[src/rtl/tap_controller.sv]
// ----------------------------------------------------------------------------
// tap_controller
//
// IEEE 1149.1-style TAP controller sequencing the boundary-scan register that
// wraps the instruction memory. Decodes tms_i into the 16-state TAP machine,
// holds a 4-bit instruction register (shift stage + active register), owns the
// BYPASS and (optionally) IDCODE data registers, drives the boundary-chain
// controls and muxes the selected register onto tdo_o.
//
// Build option:
//   TAP_IDCODE_EN  defined   -> IDCODE register present, reset instruction
//                               is IDCODE (0010).
//                  undefined -> no IDCODE register, 0010 decodes as BYPASS,
//                               reset instruction is BYPASS (1111).
//
// Parameters:
//   IDCODE_VALUE   IDCODE register contents (bit 0 must be 1).
//
// Ports:
//   tck_i       test clock; state on rising edge, TDO on falling edge
//   trst_i      asynchronous active-high reset
//   tms_i       test mode select
//   tdi_i       test data in (also the boundary chain's serial input)
//   bsr_tdo_i   serial output of the last boundary-scan cell
//   clockDR_o   boundary-chain clock enable (Capture-DR/Shift-DR, BSR selected)
//   shiftDR_o   high in Shift-DR
//   updateDR_o  high in Update-DR while the BSR is selected
//   mode_o      high while EXTEST is the active instruction
//   tdo_o       test data out (falling-edge registered)
//   tdo_en_o    TDO driver enable (falling-edge registered)
//   state_o     current TAP state code, for debug
// ----------------------------------------------------------------------------
module tap_controller #(
    parameter logic [31:0] IDCODE_VALUE = 32'h1000_0001
) (
    input  logic       tck_i,
    input  logic       trst_i,
    input  logic       tms_i,
    input  logic       tdi_i,
    input  logic       bsr_tdo_i,
    output logic       clockDR_o,
    output logic       shiftDR_o,
    output logic       updateDR_o,
    output logic       mode_o,
    output logic       tdo_o,
    output logic       tdo_en_o,
    output logic [3:0] state_o
);

    typedef enum logic [3:0] {
        TLR   = 4'h0,
        RTI   = 4'h1,
        SELDR = 4'h2,
        CAPDR = 4'h3,
        SHDR  = 4'h4,
        EX1DR = 4'h5,
        PDR   = 4'h6,
        EX2DR = 4'h7,
        UPDR  = 4'h8,
        SELIR = 4'h9,
        CAPIR = 4'hA,
        SHIR  = 4'hB,
        EX1IR = 4'hC,
        PIR   = 4'hD,
        EX2IR = 4'hE,
        UPIR  = 4'hF
    } tap_state_t;

    localparam logic [3:0] OP_EXTEST  = 4'b0000;
    localparam logic [3:0] OP_SAMPLE  = 4'b0001;
    localparam logic [3:0] OP_IDCODE  = 4'b0010;
    localparam logic [3:0] OP_BYPASS  = 4'b1111;
    localparam logic [3:0] IR_CAPTURE = 4'b0001;

`ifdef TAP_IDCODE_EN
    localparam logic [3:0] RESET_INSTR = OP_IDCODE;
`else
    localparam logic [3:0] RESET_INSTR = OP_BYPASS;
`endif

    // IEEE 1149.1 requires the IDCODE LSB to be 1 so it is distinguishable
    // from the 0 that BYPASS captures.
    if (IDCODE_VALUE[0] != 1'b1) begin : g_bad_idcode
        $error("tap_controller: IDCODE_VALUE bit 0 must be 1");
    end

    tap_state_t state;
    tap_state_t next_state;

    logic [3:0] ir_shift;
    logic [3:0] ir;
    logic       bypass;
    logic       sel_bsr;
    logic       sel_bypass;
    logic       dr_out;
`ifdef TAP_IDCODE_EN
    logic       sel_idcode;
    logic [31:0] idcode;
`endif

    // ------------------------------------------------------------------
    // State register
    // ------------------------------------------------------------------
    always_ff @(posedge tck_i or posedge trst_i) begin
        if (trst_i) begin
            state <= TLR;
        end else begin
            state <= next_state;
        end
    end

    // ------------------------------------------------------------------
    // Next-state and Moore control decode
    // ------------------------------------------------------------------
    always_comb begin
        next_state = state;
        clockDR_o  = 1'b0;
        shiftDR_o  = 1'b0;
        updateDR_o = 1'b0;
        mode_o     = 1'b0;

        case (state)
            TLR:   next_state = tms_i ? TLR   : RTI;
            RTI:   next_state = tms_i ? SELDR : RTI;
            SELDR: next_state = tms_i ? SELIR : CAPDR;
            CAPDR: next_state = tms_i ? EX1DR : SHDR;
            SHDR:  next_state = tms_i ? EX1DR : SHDR;
            EX1DR: next_state = tms_i ? UPDR  : PDR;
            PDR:   next_state = tms_i ? EX2DR : PDR;
            EX2DR: next_state = tms_i ? UPDR  : SHDR;
            UPDR:  next_state = tms_i ? SELDR : RTI;
            SELIR: next_state = tms_i ? TLR   : CAPIR;
            CAPIR: next_state = tms_i ? EX1IR : SHIR;
            SHIR:  next_state = tms_i ? EX1IR : SHIR;
            EX1IR: next_state = tms_i ? UPIR  : PIR;
            PIR:   next_state = tms_i ? EX2IR : PIR;
            EX2IR: next_state = tms_i ? UPIR  : SHIR;
            UPIR:  next_state = tms_i ? SELDR : RTI;
            default: next_state = TLR;
        endcase

        clockDR_o  = sel_bsr && ((state == CAPDR) || (state == SHDR));
        shiftDR_o  = (state == SHDR);
        updateDR_o = sel_bsr && (state == UPDR);
        mode_o     = (ir == OP_EXTEST);
    end

    // ------------------------------------------------------------------
    // Instruction decode
    // ------------------------------------------------------------------
    always_comb begin
        sel_bsr    = 1'b0;
        sel_bypass = 1'b0;
`ifdef TAP_IDCODE_EN
        sel_idcode = 1'b0;
`endif
        case (ir)
            OP_EXTEST, OP_SAMPLE: sel_bsr = 1'b1;
`ifdef TAP_IDCODE_EN
            OP_IDCODE: sel_idcode = 1'b1;
`endif
            default: sel_bypass = 1'b1;
        endcase
    end

    // ------------------------------------------------------------------
    // Instruction register: shift stage and active register
    // ------------------------------------------------------------------
    always_ff @(posedge tck_i or posedge trst_i) begin
        if (trst_i) begin
            ir_shift <= IR_CAPTURE;
        end else if (state == CAPIR) begin
            ir_shift <= IR_CAPTURE;
        end else if (state == SHIR) begin
            ir_shift <= {tdi_i, ir_shift[3:1]};
        end
    end

    // Loading the reset instruction on the edge that enters TLR means the
    // active IR already holds it for the whole time the FSM sits in TLR.
    always_ff @(posedge tck_i or posedge trst_i) begin
        if (trst_i) begin
            ir <= RESET_INSTR;
        end else if (next_state == TLR) begin
            ir <= RESET_INSTR;
        end else if (state == UPIR) begin
            ir <= ir_shift;
        end
    end

    // ------------------------------------------------------------------
    // Internal data registers (capture/shift only while selected)
    // ------------------------------------------------------------------
    always_ff @(posedge tck_i or posedge trst_i) begin
        if (trst_i) begin
            bypass <= 1'b0;
        end else if (sel_bypass) begin
            if (state == CAPDR) begin
                bypass <= 1'b0;
            end else if (state == SHDR) begin
                bypass <= tdi_i;
            end
        end
    end

`ifdef TAP_IDCODE_EN
    always_ff @(posedge tck_i or posedge trst_i) begin
        if (trst_i) begin
            idcode <= IDCODE_VALUE;
        end else if (sel_idcode) begin
            if (state == CAPDR) begin
                idcode <= IDCODE_VALUE;
            end else if (state == SHDR) begin
                idcode <= {tdi_i, idcode[31:1]};
            end
        end
    end
`endif

    always_comb begin
        dr_out = bypass;
        if (sel_bsr) begin
            dr_out = bsr_tdo_i;
        end
`ifdef TAP_IDCODE_EN
        else if (sel_idcode) begin
            dr_out = idcode[0];
        end
`endif
    end

    // ------------------------------------------------------------------
    // TDO: registered on the falling edge so it is stable around the
    // next rising edge where the receiving device samples it.
    // ------------------------------------------------------------------
    always_ff @(negedge tck_i or posedge trst_i) begin
        if (trst_i) begin
            tdo_o    <= 1'b0;
            tdo_en_o <= 1'b0;
        end else if (state == SHIR) begin
            tdo_o    <= ir_shift[0];
            tdo_en_o <= 1'b1;
        end else if (state == SHDR) begin
            tdo_o    <= dr_out;
            tdo_en_o <= 1'b1;
        end else begin
            tdo_o    <= 1'b0;
            tdo_en_o <= 1'b0;
        end
    end

    assign state_o = state;

endmodule

[config.mk]
export PLATFORM = sky130hd
export DESIGN_NAME = tap_controller
export DESIGN_NICKNAME = d
export VERILOG_FILES = /design/src/rtl/tap_controller.sv
export SDC_FILE = /design/constraint.sdc
export NUM_CORES = 1
export LEC_CHECK = 0
export CAP_MARGIN = 20
export CORE_MARGIN = 4
export CORE_UTILIZATION = 45
export CTS_CLUSTER_DIAMETER = 30
export DETAILED_ROUTE_END_ITERATION = 10
export GPL_TIMING_DRIVEN = 1
export PLACE_DENSITY_LB_ADDON = 0.2
export SLEW_MARGIN = 30
export SYNTH_ARGS = -nofsm -noshare
export SYNTH_HDL_FRONTEND = slang
export SYNTH_SLANG_ARGS = --single-unit
[constraint.sdc]
create_clock -name tck_i -period 1.5 [get_ports tck_i]
set_clock_uncertainty 0.15 [all_clocks]
set_input_delay 0.3 -clock tck_i [delete_from_list [all_inputs] [get_ports tck_i]]
set_output_delay 0.3 -clock tck_i [all_outputs]
set_load 0.05 [all_outputs]
==> out/results.tsv <==
stage	metric	value	unit
clock_network	Inserted Clock Buffers	3	
clock_network	CTS sink cnt	15	
logic_synthesis	Net Count, Synth	106	
global_routing	vias in the first global route	864	
clock_network	H-tree depth	1	
routing	DR iter-0 viols	21	
clock_network	clock latency on the worst-skew pair	300	ps
placed_design	placed cell count	148	
logic_synthesis	Synth Instances	101	
sta	hold slack	218	ps
placed_design	Buffers on Ports	14	
die	Cell Rows	15	
logic_synthesis	synth unique cells	29	
layout	Layout area overhead	67.9	%
logic_synthesis	top_reg_cell synth	dfrtp_1	
sta	Worst slew margin	79.2	%
worst_setup_path	crit-path cells	or3_4, mux2_2, nand2_1, nand2_1	
worst_setup_path	Setup CP Type	register to register	
power_and_ir_drop	total power	0.00311	W
clock_network	CTS clk-pin slew, worst paths	100	ps
worst_setup_path	largest fanout on the critical path	2	
clock_network	Max clock buf depth	2	
power_and_ir_drop	Pleak	0.615	nW
run_status	outcome	finished, violations left	
worst_setup_path	CP startpoint kind	register	
global_routing	largest net degree at the start of global routing	14	
worst_setup_path	Worst Path Required	750	ps
logic_synthesis	sequential fraction of the synthesis area	45.9	%
logic_synthesis	Post-synth ARST share	100	%
logic_synthesis	number of synthesized register bits	15	
sta	Hold Violations, Final	0	
placed_design	Final Wtd Congestion	0.809	
worst_setup_path	crit path DAT	1460	ps
worst_setup_path	Most common cell on crit path	nand2_1	
clock_network	root buf cell	clkbuf_4	
logic_synthesis	netlist area before placement	831	µm²
layout	count of non-filler cells in the finished layout	158	
routing	WL final	2540	µm
die	die area	0.00260	mm²
global_routing	gr ovfl total	0	
routing	via count	885	
die	Die H	51.0	µm
power_and_ir_drop	VDD IR-drop max	0.00169	V
die	die width	51.0	µm
logic_synthesis	synth warn	0	
power_and_ir_drop	pwr/cell area	2230	mW/mm²
routing	DRC	0	
placed_design	HPWL Detailed	1610	µm
logic_synthesis	Post-Syn Area per Cell	8.23	µm²
die	core area	0.00175	mm²
routing	drt first pass iters	4	
worst_setup_path	Worst path max stage delay	390	ps
flow_run	max-cap violation count	0	
logic_synthesis	EDFF count, synth	0	
routing	Via density	5.60	
layout	Nets	139	
die	# IOs	15	
sta	Final Setup Violations	10	
layout	diode count	0	
worst_setup_path	logic depth of the worst register-to-register path	4	
sta	RSZ-0062 raised after global routing	true	
clock_network	CTS tree	done	
global_routing	initial antenna violation count	0	
routing	WL per Instance	16.1	µm
routing	antenna viol nets, final	0	
worst_setup_path	crit path capture type	register	
sta	Worst-Margin Slew	310	ps
layout	layout cell share with drive strength beyond 1	42.9	%
die	initial core utilization	47.6	%
worst_setup_path	Worst path slowest cell	or3_4	
sta	final max-slew violation count	0	
global_routing	total track usage	20.1	%
clock_network	CTS Hold Buffers Added	0	
sta	final setup margin	-715	ps
min_path	worst min path class	primary input to asynchronous set/reset pin	
run_status	violated checks	setup timing	
global_routing	first-pass GRT wire length	3860	µm
## cells by family (layout without fill, tap and decap cells)
logic type             after synthesis  after routing  share of synthesized area (%)
AND/OR/NAND/NOR                     51             51                           29.5
AO/OA/AOI/OAI                       21             21                           15.5
flip-flops                          15             15                           45.9
buffers and inverters               12             44                           6.63
XOR/XNOR                             1              1                           1.05
multiplexers                         1              1                           1.36
## sequential cells by signal (all words and copies together) (netlist names)
signal	count
ir_shift	4
bypass	1
state_o	4
tdo_en_o	1
tdo_o	1
ir	4
## cells in the mapped netlist (all sizes together) (2+ instances only)
cell | n | area [µm²]
dfrtp | 8 | 200
nor3 | 4 | 20.0
nor2 | 3 | 11.3
nand3 | 8 | 40.0
nand2b | 4 | 27.5
inv | 4 | 15.0
nor2b | 3 | 18.8
buf | 8 | 40.0
dfstp | 5 | 131
nand2 | 23 | 86.3
a21oi | 6 | 30.0
dfrtn | 2 | 50.1
nand4 | 2 | 12.5
o21ai | 7 | 35.0
## critical path: cells and delay by family (launching register included)
kind	cells	cell delay, ps
flops	1	380
simple gates	3	510
mux	1	280
## placed cells by master, fill, tap and decap left out, types with 2 or more instances in the layout
cell and instances:
nand2_1 22, buf_12 11, buf_4 11, nand3_1 8, buf_6 8, o21ai_0 7
a21oi_1 6, dfstp_2 5, inv_1 4, dfrtp_1 4, clkdlybuf4s50_1 4, dfrtp_2 4
nand2b_1 3, clkbuf_4 3, nor3_4 2, nor2_1 2, nand4_1 2, nor2b_1 2
buf_8 2, dfrtn_1 2
## worst paths after layout
| path | from | to | slack [ps] |
|---|---|---|---|
| max in group asynchronous | trst_i | tdo_en_o | 350 |
| max reg2reg | ir[3] | tdo_o | -710 |
| max | ir[3] | tdo_o | -710 |
| min | trst_i | state_o[1] | 220 |
| min reg2reg | ir[3] | ir[3] | 360 |
| min in group tck_i | ir[3] | ir[3] | 360 |
## report_power, final
group,total [W],internal [W],leakage (nW),switching [W]
clock,0.000241,0.0000995,0.0177,0.000141
combinational,0.00210,0.00102,0.420,0.00108
sequential,0.000774,0.000622,0.177,0.000152
total,0.00311,0.00174,0.615,0.00137
## repair_timing
item	CTS	global route
setup buffers	4	3
endpoints found under the setup margin	13	14
gates resized for setup	9	13
pin swaps	5	2
## layout make-up
| class | instances | area [µm²] |
|---|---|---|
| Multi-Input combinational cell | 74 | 472 |
| Sequential cell | 15 | 387 |
| Clock buffer | 3 | 22.5 |
| Tap cell | 25 | 31.3 |
| Inverter | 4 | 15.0 |
| Timing Repair Buffer | 36 | 463 |
| Clock inverter | 1 | 5.00 |
| Fill cell | 111 | 350 |
## routing by layer
metal	global-route usage, %	up-vias	part of all wire, %
li1	-	410	-
met1	22.5	433	39
met2	35.0	35	53
met3	5.83	7	6.3
met4	8.97	0	1.7
met5	0	-	0
## metrics by stage
step / setup slack, ps / instance area [µm²] / util [%] / setup TNS [ps]
after floorplan: -797 / 895 / - / -3590
final: -715 / 1400 / 79.9 / -4840
after detailed placement: -717 / 1240 / 70.9 / -3540
after CTS: -701 / 1330 / 76.2 / -4730
after global placement: -668 / 1240 / 70.9 / -3120
after global routing: -735 / 1400 / 79.9 / -5200
Note: power is estimated with default switching activity, not from simulation.
